<file path="src/rtl/usb_rx_decoder_if.sv">
// Buffer and controller side of the USB receive decoder.
// master: the decoder (drives payload, strobes and status).
// slave: the data buffer / protocol controller (drives buffer_occupancy).
// Strobe semantics: RX_packet_data is valid only in a cycle where
// store_RX_packet_data=1. There is no back-pressure; a full buffer is
// reported through buffer_occupancy and the decoder drops the byte.
interface usb_rx_decoder_if;
  logic [7:0] RX_packet_data;
  logic       store_RX_packet_data;
  logic       flush;
  logic [2:0] RX_packet;
  logic       RX_data_ready;
  logic       RX_transfer_active;
  logic       RX_error;
  logic [6:0] buffer_occupancy;

  modport master (
    output RX_packet_data, store_RX_packet_data, flush, RX_packet,
           RX_data_ready, RX_transfer_active, RX_error,
    input  buffer_occupancy
  );

  modport slave (
    input  RX_packet_data, store_RX_packet_data, flush, RX_packet,
           RX_data_ready, RX_transfer_active, RX_error,
    output buffer_occupancy
  );
endinterface

</file>
<file path="src/rtl/usb_rx_decoder.sv">
// USB full-speed-style receive front end: synchronises D+/D-, recovers bit
// timing from D+ edges, NRZI-decodes LSB-first, checks SYNC/PID/token
// address and writes DATA payload bytes to the buffer.
// Optional feature macro: BIT_UNSTUFF_EN (bit unstuffing after six 1s).
// The FSM state is visible on dbg_state_o.
module usb_rx_decoder #(
  parameter int         BIT_PERIOD  = 8,
  parameter logic [6:0] DEVICE_ADDR = 7'd0,
  parameter int         BUFFER_SIZE = 64
) (
  input  logic              clk,
  input  logic              n_rst,
  input  logic              dplus_in,
  input  logic              dminus_in,
  usb_rx_decoder_if.master  bus,
  output logic [2:0]        dbg_state_o
);

  localparam int CW = $clog2(BIT_PERIOD);
  localparam logic [CW-1:0] SAMPLE_AT = CW'(BIT_PERIOD / 2 - 1);
  localparam logic [CW-1:0] J_LAST    = CW'(BIT_PERIOD - 1);

  localparam logic [2:0] PKT_NONE  = 3'd0;
  localparam logic [2:0] PKT_ACK   = 3'd1;
  localparam logic [2:0] PKT_NAK   = 3'd2;
  localparam logic [2:0] PKT_STALL = 3'd3;
  localparam logic [2:0] PKT_DATA0 = 3'd4;
  localparam logic [2:0] PKT_DATA1 = 3'd5;
  localparam logic [2:0] PKT_OUT   = 3'd6;
  localparam logic [2:0] PKT_IN    = 3'd7;

  typedef enum logic [2:0] {
    S_IDLE, S_SYNC, S_PID, S_TOKEN, S_DATA, S_EOP, S_ERROR
  } state_t;

  // Line front end
  logic          dp_s1_q, dp_s2_q, dp_s3_q, dm_s1_q, dm_s2_q;
  logic [CW-1:0] cnt_q, cnt_d;
  logic          prev_dp_q, prev_dp_d;
  logic          dp_edge, k_edge, sample, se0, is_j, rx_bit;

  // FSM and datapath
  state_t        state_q, state_d;
  logic [6:0]    shift_q, shift_d;
  logic [2:0]    bit_idx_q, bit_idx_d;
  logic [2:0]    pid_q, pid_d;
  logic          tok_idx_q, tok_idx_d;
  logic [6:0]    addr_q, addr_d;
  logic [1:0]    eop_cnt_q, eop_cnt_d;
  logic [CW-1:0] j_cnt_q, j_cnt_d;

  // Registered outputs
  logic [7:0]    data_q, data_d;
  logic          store_q, store_d;
  logic          flush_q, flush_d;
  logic [2:0]    packet_q, packet_d;
  logic          ready_q, ready_d;
  logic          active_q, active_d;
  logic          error_q, error_d;

  logic          receiving, stuff_skip, stuff_err;
  logic          rx_bit_valid, byte_done, line_bad, buf_full;
  logic [7:0]    byte_val;

  assign dp_edge   = dp_s2_q ^ dp_s3_q;
  assign k_edge    = dp_s3_q & ~dp_s2_q & dm_s2_q;
  assign cnt_d     = dp_edge ? '0 : cnt_q + CW'(1);
  assign sample    = (cnt_q == SAMPLE_AT);
  assign se0       = ~dp_s2_q & ~dm_s2_q;
  assign is_j      = dp_s2_q & ~dm_s2_q;
  assign rx_bit    = ~(dp_s2_q ^ prev_dp_q);
  assign prev_dp_d = (sample && !se0) ? dp_s2_q : prev_dp_q;

  assign receiving    = (state_q == S_SYNC) || (state_q == S_PID) ||
                        (state_q == S_TOKEN) || (state_q == S_DATA);
  assign rx_bit_valid = receiving && sample && !se0 && !stuff_skip;
  assign byte_done    = rx_bit_valid && (bit_idx_q == 3'd7);
  assign byte_val     = {rx_bit, shift_q};
  assign line_bad     = sample && (se0 || stuff_err);
  assign buf_full     = (bus.buffer_occupancy == 7'(BUFFER_SIZE));

  // Synchroniser, bit-phase counter and NRZI reference bit
  always_ff @(posedge clk or negedge n_rst) begin
    if (!n_rst) begin
      dp_s1_q   <= 1'b1;
      dp_s2_q   <= 1'b1;
      dp_s3_q   <= 1'b1;
      dm_s1_q   <= 1'b0;
      dm_s2_q   <= 1'b0;
      cnt_q     <= '0;
      prev_dp_q <= 1'b1;
    end else begin
      dp_s1_q   <= dplus_in;
      dp_s2_q   <= dp_s1_q;
      dp_s3_q   <= dp_s2_q;
      dm_s1_q   <= dminus_in;
      dm_s2_q   <= dm_s1_q;
      cnt_q     <= cnt_d;
      prev_dp_q <= prev_dp_d;
    end
  end

`ifdef BIT_UNSTUFF_EN
  logic [2:0] ones_q, ones_d;

  // Track the run of decoded 1s; the sample after six 1s is a stuff bit
  always_comb begin
    ones_d     = ones_q;
    stuff_skip = 1'b0;
    stuff_err  = 1'b0;
    if (!receiving) begin
      ones_d = '0;
    end else if (sample) begin
      if (se0) begin
        ones_d = '0;
      end else if (ones_q == 3'd6) begin
        stuff_skip = 1'b1;
        stuff_err  = rx_bit;
        ones_d     = '0;
      end else if (rx_bit) begin
        ones_d = ones_q + 3'd1;
      end else begin
        ones_d = '0;
      end
    end
  end

  // Ones-run register
  always_ff @(posedge clk or negedge n_rst) begin
    if (!n_rst) ones_q <= '0;
    else        ones_q <= ones_d;
  end
`else
  assign stuff_skip = 1'b0;
  assign stuff_err  = 1'b0;
`endif

  // Packet FSM next state and registered outputs
  always_comb begin
    state_d   = state_q;
    shift_d   = shift_q;
    bit_idx_d = bit_idx_q;
    pid_d     = pid_q;
    tok_idx_d = tok_idx_q;
    addr_d    = addr_q;
    eop_cnt_d = eop_cnt_q;
    j_cnt_d   = '0;
    data_d    = data_q;
    store_d   = 1'b0;
    flush_d   = 1'b0;
    packet_d  = packet_q;
    ready_d   = 1'b0;
    active_d  = active_q;
    error_d   = error_q;

    if (rx_bit_valid) begin
      shift_d   = {rx_bit, shift_q[6:1]};
      bit_idx_d = bit_idx_q + 3'd1;
    end

    case (state_q)
      S_IDLE: begin
        bit_idx_d = '0;
        if (k_edge) begin
          state_d  = S_SYNC;
          active_d = 1'b1;
          error_d  = 1'b0;
        end
      end
      S_SYNC: begin
        if (line_bad) state_d = S_ERROR;
        else if (byte_done) state_d = (byte_val == 8'h80) ? S_PID : S_ERROR;
      end
      S_PID: begin
        if (line_bad) begin
          state_d = S_ERROR;
        end else if (byte_done) begin
          eop_cnt_d = 2'd0;
          tok_idx_d = 1'b0;
          case (byte_val)
            8'h2D: begin pid_d = PKT_ACK;   state_d = S_EOP; end
            8'hA5: begin pid_d = PKT_NAK;   state_d = S_EOP; end
            8'hE1: begin pid_d = PKT_STALL; state_d = S_EOP; end
            8'h33: begin pid_d = PKT_DATA0; state_d = S_DATA; flush_d = 1'b1; end
            8'hB4: begin pid_d = PKT_DATA1; state_d = S_DATA; flush_d = 1'b1; end
            8'h87: begin pid_d = PKT_OUT;   state_d = S_TOKEN; end
            8'h96: begin pid_d = PKT_IN;    state_d = S_TOKEN; end
            default: state_d = S_ERROR;
          endcase
        end
      end
      S_TOKEN: begin
        if (line_bad) begin
          state_d = S_ERROR;
        end else if (byte_done) begin
          if (!tok_idx_q) begin
            addr_d    = byte_val[6:0];
            tok_idx_d = 1'b1;
          end else begin
            state_d   = S_EOP;
            eop_cnt_d = 2'd0;
          end
        end
      end
      S_DATA: begin
        if (sample && se0) begin
          // SE0 is only legal on a byte boundary, where it opens the EOP
          if (bit_idx_q == 3'd0) begin
            state_d   = S_EOP;
            eop_cnt_d = 2'd1;
          end else begin
            state_d = S_ERROR;
          end
        end else if (line_bad) begin
          state_d = S_ERROR;
        end else if (byte_done) begin
          if (buf_full) begin
            state_d = S_ERROR;
          end else begin
            data_d  = byte_val;
            store_d = 1'b1;
          end
        end
      end
      S_EOP: begin
        if (sample) begin
          if (se0) begin
            if (eop_cnt_q < 2'd2) eop_cnt_d = eop_cnt_q + 2'd1;
            else                  state_d   = S_ERROR;
          end else if (is_j && eop_cnt_q == 2'd2) begin
            state_d  = S_IDLE;
            active_d = 1'b0;
            ready_d  = (pid_q == PKT_DATA0) || (pid_q == PKT_DATA1);
            // A token for another device is silently ignored
            if ((pid_q == PKT_OUT || pid_q == PKT_IN) && addr_q != DEVICE_ADDR)
              packet_d = PKT_NONE;
            else
              packet_d = pid_q;
          end else begin
            state_d = S_ERROR;
          end
        end
      end
      S_ERROR: begin
        error_d  = 1'b1;
        packet_d = PKT_NONE;
        j_cnt_d  = j_cnt_q;
        if (sample) begin
          if (!is_j) begin
            j_cnt_d = '0;
          end else if (j_cnt_q == J_LAST) begin
            j_cnt_d  = '0;
            state_d  = S_IDLE;
            active_d = 1'b0;
          end else begin
            j_cnt_d = j_cnt_q + CW'(1);
          end
        end
      end
      default: state_d = S_IDLE;
    endcase
  end

  // FSM, datapath and output registers
  always_ff @(posedge clk or negedge n_rst) begin
    if (!n_rst) begin
      state_q   <= S_IDLE;
      shift_q   <= '0;
      bit_idx_q <= '0;
      pid_q     <= PKT_NONE;
      tok_idx_q <= 1'b0;
      addr_q    <= '0;
      eop_cnt_q <= '0;
      j_cnt_q   <= '0;
      data_q    <= '0;
      store_q   <= 1'b0;
      flush_q   <= 1'b0;
      packet_q  <= PKT_NONE;
      ready_q   <= 1'b0;
      active_q  <= 1'b0;
      error_q   <= 1'b0;
    end else begin
      state_q   <= state_d;
      shift_q   <= shift_d;
      bit_idx_q <= bit_idx_d;
      pid_q     <= pid_d;
      tok_idx_q <= tok_idx_d;
      addr_q    <= addr_d;
      eop_cnt_q <= eop_cnt_d;
      j_cnt_q   <= j_cnt_d;
      data_q    <= data_d;
      store_q   <= store_d;
      flush_q   <= flush_d;
      packet_q  <= packet_d;
      ready_q   <= ready_d;
      active_q  <= active_d;
      error_q   <= error_d;
    end
  end

  assign bus.RX_packet_data       = data_q;
  assign bus.store_RX_packet_data = store_q;
  assign bus.flush                = flush_q;
  assign bus.RX_packet            = packet_q;
  assign bus.RX_data_ready        = ready_q;
  assign bus.RX_transfer_active   = active_q;
  assign bus.RX_error             = error_q;
  assign dbg_state_o              = state_q;

endmodule

</file>
<file path="src/flat_wrapper.sv">
// flat-port wrapper written by rule: the top's interface ports become plain ports
module usb_rx_decoder_flat 
#(
  parameter int         BIT_PERIOD  = 8,
  parameter logic [6:0] DEVICE_ADDR = 7'd0,
  parameter int         BUFFER_SIZE = 64
)
  (clk, n_rst, dplus_in, dminus_in, dbg_state_o, bus_RX_packet_data, bus_store_RX_packet_data, bus_flush, bus_RX_packet, bus_RX_data_ready, bus_RX_transfer_active, bus_RX_error, bus_buffer_occupancy);
  usb_rx_decoder_if bus_i ();
  input  logic clk;
  input  logic n_rst;
  input  logic dplus_in;
  input  logic dminus_in;
  output logic [2:0] dbg_state_o;
  output wire logic [$bits(bus_i.RX_packet_data)-1:0] bus_RX_packet_data;
  output wire logic [$bits(bus_i.store_RX_packet_data)-1:0] bus_store_RX_packet_data;
  output wire logic [$bits(bus_i.flush)-1:0] bus_flush;
  output wire logic [$bits(bus_i.RX_packet)-1:0] bus_RX_packet;
  output wire logic [$bits(bus_i.RX_data_ready)-1:0] bus_RX_data_ready;
  output wire logic [$bits(bus_i.RX_transfer_active)-1:0] bus_RX_transfer_active;
  output wire logic [$bits(bus_i.RX_error)-1:0] bus_RX_error;
  input wire logic [$bits(bus_i.buffer_occupancy)-1:0] bus_buffer_occupancy;
  assign bus_RX_packet_data = bus_i.RX_packet_data;
  assign bus_store_RX_packet_data = bus_i.store_RX_packet_data;
  assign bus_flush = bus_i.flush;
  assign bus_RX_packet = bus_i.RX_packet;
  assign bus_RX_data_ready = bus_i.RX_data_ready;
  assign bus_RX_transfer_active = bus_i.RX_transfer_active;
  assign bus_RX_error = bus_i.RX_error;
  assign bus_i.buffer_occupancy = bus_buffer_occupancy;
  usb_rx_decoder #(.BIT_PERIOD(BIT_PERIOD), .DEVICE_ADDR(DEVICE_ADDR), .BUFFER_SIZE(BUFFER_SIZE)) u_core (.clk(clk), .n_rst(n_rst), .dplus_in(dplus_in), .dminus_in(dminus_in), .bus(bus_i), .dbg_state_o(dbg_state_o));
endmodule
</file>
<file path="config.mk">
export PLATFORM = sky130hd
export DESIGN_NAME = usb_rx_decoder_flat
export DESIGN_NICKNAME = d
export VERILOG_FILES = /design/src/rtl/usb_rx_decoder_if.sv /design/src/rtl/usb_rx_decoder.sv /design/src/flat_wrapper.sv
export SDC_FILE = /design/constraint.sdc
export NUM_CORES = 1
export LEC_CHECK = 0
export ABC_AREA = 1
export CAP_MARGIN = 20
export CORE_AREA = 2 2 116 118
export CTS_CLUSTER_DIAMETER = 120
export DETAILED_ROUTE_END_ITERATION = 16
export DIE_AREA = 0 0 118 120
export GPL_TIMING_DRIVEN = 0
export MAX_ROUTING_LAYER = met4
export PLACE_DENSITY = 0.43
export SYNTH_ARGS = -nofsm -noshare
export SYNTH_HDL_FRONTEND = slang
export SYNTH_SLANG_ARGS = --single-unit
</file>
<file path="constraint.sdc">
create_clock -name clk -period 2.1 [get_ports clk]
set_clock_uncertainty 0.2 [all_clocks]
set_input_delay 0.21 -clock clk [delete_from_list [all_inputs] [get_ports clk]]
set_output_delay 0.21 -clock clk [all_outputs]
set_load 0.1 [all_outputs]
</file>
======== After elaboration in Yosys (flattened, before gate mapping) ========
Index checks and enable logic that the tools add are counted.
storage, ports and cells
  register bits ........................... 54
  input bits .............................. 11
  logic and storage cells ................. 193
cells by class
  reduce and logical (&&, ||, !) cells .... 35
  add/sub/neg operators ................... 4
  muxes and demuxes ....................... 73
  equality and inequality tests ........... 46
  magnitude comparators ................... 1
  bitwise gates (word level) .............. 12
operators by type and width
  kind                   count
  $mux W3                30
  $eq A8 B8 Y1 const B   6
  $pmux W3 S7            2
  $eq A3 B3 Y1 const B   9
  $mux W1                24
  $ne A2 B1 Y1 const B   12
  $mux W2                11
  $ne A3 B1 Y1 const B   6
  $eq A8 B6 Y1 const B   2
  $reduce_and A4 Y1      4
  $reduce_bool A7 Y1     2
  $reduce_and A12 Y1     1
  $reduce_and A11 Y1     1
  $add A3 B1 Y3 const B  3
  $eq A3 B2 Y1 const B   3
  $pmux W3 S3            1
  $ne A2 B2 Y1 const B   4
  $pmux W2 S4            1
  $reduce_and A8 Y1      1
  $reduce_bool A2 Y1     4
  $eq A7 B7 Y1 const B   1
  $logic_and A1 B1 Y1    7
  $logic_not A3 Y1       2
  $not A1 Y1             6
  other kinds (18)       28

======== Logic depth before layout (Yosys ltp) ========
Gate-level depths: netlist of run 1.
  depth after elaboration ................. 10
  depth in mapped cells ................... 12
  gate-level depth less buffers ........... 12

======== Worst setup path before layout of run 1 ========
Ideal clock, no wire load.
  kind .................................... reg-to-reg
  start point ............................. reg u_core.state_q[1] (netlist: u_core.dbg_state_o[1])
  end point ............................... reg u_core.addr_q[1]
  buffers on the path ..................... 1
  required time ........................... 1.779 ns
  slack ................................... -0.256 ns
  arrival time ............................ 2.035 ns
  stages on the path, launching flop included .. 11
  path through ............................ dfrtp_1 > nor2_2 > nand2_4 > nand2_2 > nor2_8 > nand2_4 > clkinv_2 > nand3b_4 > buf_6 > nand2_2 > o21ai_2
between the ends
  longest elaborated chain between the ends .. 8
ends and longest elaborated chain
  what                                          RTL line               RTL
  from (decl)                                   usb_rx_decoder.sv:43   state_t state_q, state_d;
  from (signal assigned)                        usb_rx_decoder.sv:283  state_q <= state_d;
  $eq A3 B1 Y1 or $eq A3 B2 Y1 (tied branches)  usb_rx_decoder.sv:74   assign receiving = (state_q == S_SYNC) || (state_q == S_PID) ||
  $logic_or A1 B1 Y1 (2 in series)              usb_rx_decoder.sv:74
  $logic_or A1 B1 Y1                            usb_rx_decoder.sv:75   (state_q == S_TOKEN) || (state_q == S_DATA);
  $logic_and A1 B1 Y1 (2 in series)             usb_rx_decoder.sv:76   assign rx_bit_valid = receiving && sample && !se0 && !stuff_skip;
  $logic_and A1 B1 Y1                           usb_rx_decoder.sv:77   assign byte_done = rx_bit_valid && (bit_idx_q == 3'd7);
  $reduce_and A4 Y1 (no line) (*)               n/a
  to (signal assigned)                          usb_rx_decoder.sv:288  addr_q <= addr_d;
  to (decl)                                     usb_rx_decoder.sv:48   logic [6:0] addr_q, addr_d;
Every way passes the cells marked *; elsewhere a longest branch is shown, timed or not.
A chain may end at the register's enable or synchronous reset.

======== Worst setup path in the final report of run 1 ========
  start point ............................. reg u_core.state_q[0] (netlist: u_core.dbg_state_o[0])
  end point ............................... out dbg_state_o[0]
RTL lines
  what       RTL line            RTL
  to (decl)  flat_wrapper.sv:14  output logic [2:0] dbg_state_o;
No word-level cell between the ends.

==> impl_metrics.tcl, run 1 <==
set metrics [dict create \
    run_status "finished clean" \
    startpoint_type "flop" \
    crit_path_cell_trace "dlygate4sd2_1" \
    r2r_setup_slack_ns 0.10 \
    power.switching_w 0.00166 \
    vdd_drop_max_mv 0.404 \
    netlist-cell-type-count 35 \
    htree_levels 2 \
    antenna_cells 0 \
    area_occupied_by_multi_input_gates_um2 1400 \
    internal_power_w 0.00204 \
    die_area_um2 14200 \
    layout.nets 431 \
    synth.cells.most_frequent "sky130_fd_sc_hd__nand2_1, sky130_fd_sc_hd__dfrtp_1, sky130_fd_sc_hd__inv_1, sky130_fd_sc_hd__nor2_1, sky130_fd_sc_hd__o21ai_0" \
    yosys_warnings 0 \
    min_period_over_period_pct 97.9 \
    share_comb_of_total_power_pct 41.4 \
    power.clock.fraction_pct 22.4 \
    critical-path-slowest-cell "sky130_fd_sc_hd__dlygate4sd2_1" \
    required_ns 1.69 \
    cap_viol_max_count 0 \
    timing.reg2reg.worst_path_depth 12 \
    detailroute.via_count 2462 \
    grt_antenna_before_repair 0 \
    cpLargestDelayFamily "buffers and inverters" \
    worstPathMaxFanout 8 \
    synth-edff-count 0 \
    wl_mm 7.05 \
    postRouteAntennaNets 0 \
    endpoint_kind "primary output" \
    tritoncts_clock_tree "yes" \
    finalSetupViolCount 0 \
    report.power.total_w 0.00370 \
    grt_setup_unrepaired "yes" \
    postSynth.topFlopCell "sky130_fd_sc_hd__dfrtp_1" \
    timing.max_slew.rel_slack_pct 35.5 \
    synthesis.area_per_instance_um2 7.90 \
    place.gp.congestion 0.851 \
    fin_hold_ws_ns 0.111 \
    post_drt_via_cell_ratio 4.19 \
    worstMarginPinSlew_ns 0.972 \
    crit_path_launch "u_core.dbg_state_o[0]" \
    hold_violations 0 \
    groute.usage.overall_pct 10.7 \
    fp.dieW_um 118 \
    cts-buffers-inserted 5 \
    cells_taking_the_most_area_after_synthesis "sky130_fd_sc_hd__dfrtp_1, sky130_fd_sc_hd__nand2_1, sky130_fd_sc_hd__inv_1, sky130_fd_sc_hd__nor2_1, sky130_fd_sc_hd__ha_1" \
    share_of_total_power_consumed_by_net_switching_pct 44.8 \
    achievable-frequency_mhz 487 \
    grt_first_pass_wirelength_mm 11.8 \
    row_count 42 \
    r2r-end "u_core.dbg_state_o[0]" \
    register_area_um2 1360 \
    timing_max_transition_violations_final 0 \
    drive_gt1_share_pct 17.0 \
    synthDominantCellAreaShare_pct 43.3 \
    worst_hold_path_type "in -> reg" \
    cts_max_path_buffers 2 \
    number_of_violations_reported_at_the_end_of_detailed_routing_iteration_0 129 \
    postSynthCellCount 366 \
    timing.critical_path.arrival_ns 1.65 \
    core-area_um2 13000 \
    timing.critical_path.depth 1 \
    detailedRoute.firstPassIterationCount 4 \
    worstSetupEndpoint "dbg_state_o[0]" \
    wl_per_cell_um 12.0 \
    post-dp-hpwl_mm 5.44 \
    final.fill_count 1438 \
    min_period_ns 2.06 \
    starting_density_pct 22.3 \
    p_seq_share_pct 36.2 \
    worst-path-buf-inv 1 \
    num_io_pins 30 \
    power-per-cell-area_nw_per_um2 1010 \
    yosysTopAreaCell "sky130_fd_sc_hd__dfrtp_1" \
    syn2layout_area_growth_pct 27.0 \
    p_leak_nw 1.84 \
    clkLatencyLatePin_ns 0.30 \
    crit_type "reg -> out" \
    cts.sink_count 54 \
    cts.clk_slew.worst_paths_ns 0.07 \
    rr_startpoint "u_core.cnt_q[0]" \
    highest_cell_delay_on_the_worst_timing_path_ns 0.89 \
    chipHeight_um 120 \
    cts_root_buf "sky130_fd_sc_hd__clkbuf_16" \
    synth_area_um2 2890 \
    synth_seq_area_share_pct 46.9 \
    drt_drc_violations_left 0 \
    synth_fp_nets 386 \
    placement.io_buffers 29 \
    overflow 0 \
    synth.most_common_cell "sky130_fd_sc_hd__nand2_1" \
    synth.ff_latch_count 54 \
    grt_max_degree 31 \
    postSynth.asyncResetShare_pct 100 \
    first_global_vias 2389 \
]
## how the worst min path moves through the flow
stage                     slack, ns                 to  depth (start not counted)            from
after global placement         0.14     u_core.dm_s2_q                          0  u_core.dm_s1_q
after detailed placement       0.06  u_core.shift_q[3]                          1           n_rst
final                          0.11     u_core.dp_s1_q                          1        dplus_in
after floorplan               -0.29   u_core.addr_q[0]                          0           n_rst
after CTS                      0.11     u_core.dp_s1_q                          1        dplus_in
after global routing            0.1     u_core.dp_s1_q                          1        dplus_in
## per-stage QoR
step	cells	setup WS, ns	TNS [ns]	util, %	instance area, µm²
final	588	0.0449	0	28.3	3670
after global routing	588	-0.0580	-0.154	28.3	3670
after floorplan	366	0.0734	0	-	2900
after detailed placement	572	-0.0906	-0.393	26.4	3420
after CTS	581	0.0000118	0	27.4	3560
after global placement	571	-1.29	-57.03	26.2	3410
## power by group through the flow
stage	Sequential, W	Combinational, W	Clock (W)
after floorplan	0.00161	0.000841	0
after global placement	0.00135	0.00150	0
after detailed placement	0.00135	0.00150	0
after CTS	0.00133	0.00149	0.000855
after global routing	0.00137	0.00171	0.000909
final	0.00134	0.00153	0.000830
## state kept, by name, indices dropped and copies added (netlist names), 2 cells and up
signal and cells:
u_core.bus.RX_packet_data 8, u_core.bus.RX_packet 3, u_core.dbg_state_o 3, u_core.cnt_q 3
u_core.shift_q 7, u_core.eop_cnt_q 2, u_core.bit_idx_q 3, u_core.j_cnt_q 3
u_core.addr_q 7, u_core.pid_q 3
## per-layer routing
| metal | GRT usage, % | wire length, µm | up-vias |
|---|---|---|---|
| met3 | 2.04 | 207 | 14 |
| li1 | - | - | 1267 |
| met4 | 3.99 | 128 | 0 |
| met5 | - | 0 | - |
| met1 | 14.7 | 3590 | 1145 |
| met2 | 15.7 | 3120 | 36 |
## layout by cell type (no fill, tap or decap), types with 2 or more instances in the layout
| cell | n |
|---|---|
| sky130_fd_sc_hd__a21oi_1 | 6 |
| sky130_fd_sc_hd__a21oi_2 | 2 |
| sky130_fd_sc_hd__buf_4 | 7 |
| sky130_fd_sc_hd__buf_6 | 2 |
| sky130_fd_sc_hd__clkbuf_1 | 2 |
| sky130_fd_sc_hd__clkbuf_16 | 5 |
| sky130_fd_sc_hd__clkdlybuf4s50_1 | 9 |
| sky130_fd_sc_hd__clkinv_2 | 2 |
| sky130_fd_sc_hd__dfrtp_1 | 47 |
| sky130_fd_sc_hd__dfrtp_2 | 3 |
| sky130_fd_sc_hd__dfstp_2 | 4 |
| sky130_fd_sc_hd__dlygate4sd2_1 | 19 |
| sky130_fd_sc_hd__ha_1 | 7 |
| sky130_fd_sc_hd__inv_1 | 40 |
| sky130_fd_sc_hd__inv_2 | 4 |
| sky130_fd_sc_hd__nand2_1 | 97 |
| sky130_fd_sc_hd__nand2_2 | 10 |
| sky130_fd_sc_hd__nand2_4 | 3 |
| sky130_fd_sc_hd__nand3_1 | 21 |
| sky130_fd_sc_hd__nand4_1 | 6 |
| sky130_fd_sc_hd__nor2_1 | 34 |
| sky130_fd_sc_hd__nor2_2 | 7 |
| sky130_fd_sc_hd__nor2_4 | 3 |
| sky130_fd_sc_hd__nor3_1 | 9 |
| sky130_fd_sc_hd__nor4_1 | 2 |
| sky130_fd_sc_hd__o21ai_0 | 21 |
| sky130_fd_sc_hd__o21ai_1 | 13 |
| sky130_fd_sc_hd__o21ai_2 | 7 |
## cells by family (layout without fill, tap and decap cells)
family          after synthesis  after routing  share of synthesized area (%)
compound gates               53             53                           10.7
fa+ha+maj                     9              9                           3.89
buf+inv                      50             96                           7.05
flops                        54             54                           46.9
simple gates                200            200                           31.5
## area by class of cell
class / count / area share [%]
plain buffers: 3 / 0.715
flip-flops and latches: 54 / 37.0
clock inverters: 2 / 0.375
inverters: 47 / 4.94
clock buffers: 6 / 3.51
multi-input cells: 262 / 38.1
repair buffers: 38 / 9.37
well taps: 176 / 5.99
## timing repair
item,in CTS,in global routing
endpoints found under the hold margin,20,0
setup buffers,0,7
resized for setup,21,18
pin swaps,0,3
endpoints found under the setup margin,37,19
hold buffers,1,0
Note: power is estimated with default switching activity, not from simulation.
==> run 2: changes to the inputs <==
Settings changed: SLEW_MARGIN from default to 10.
==> results of run 2 <==
No change in the layout: final DEF, timing and power equal those of run 1.
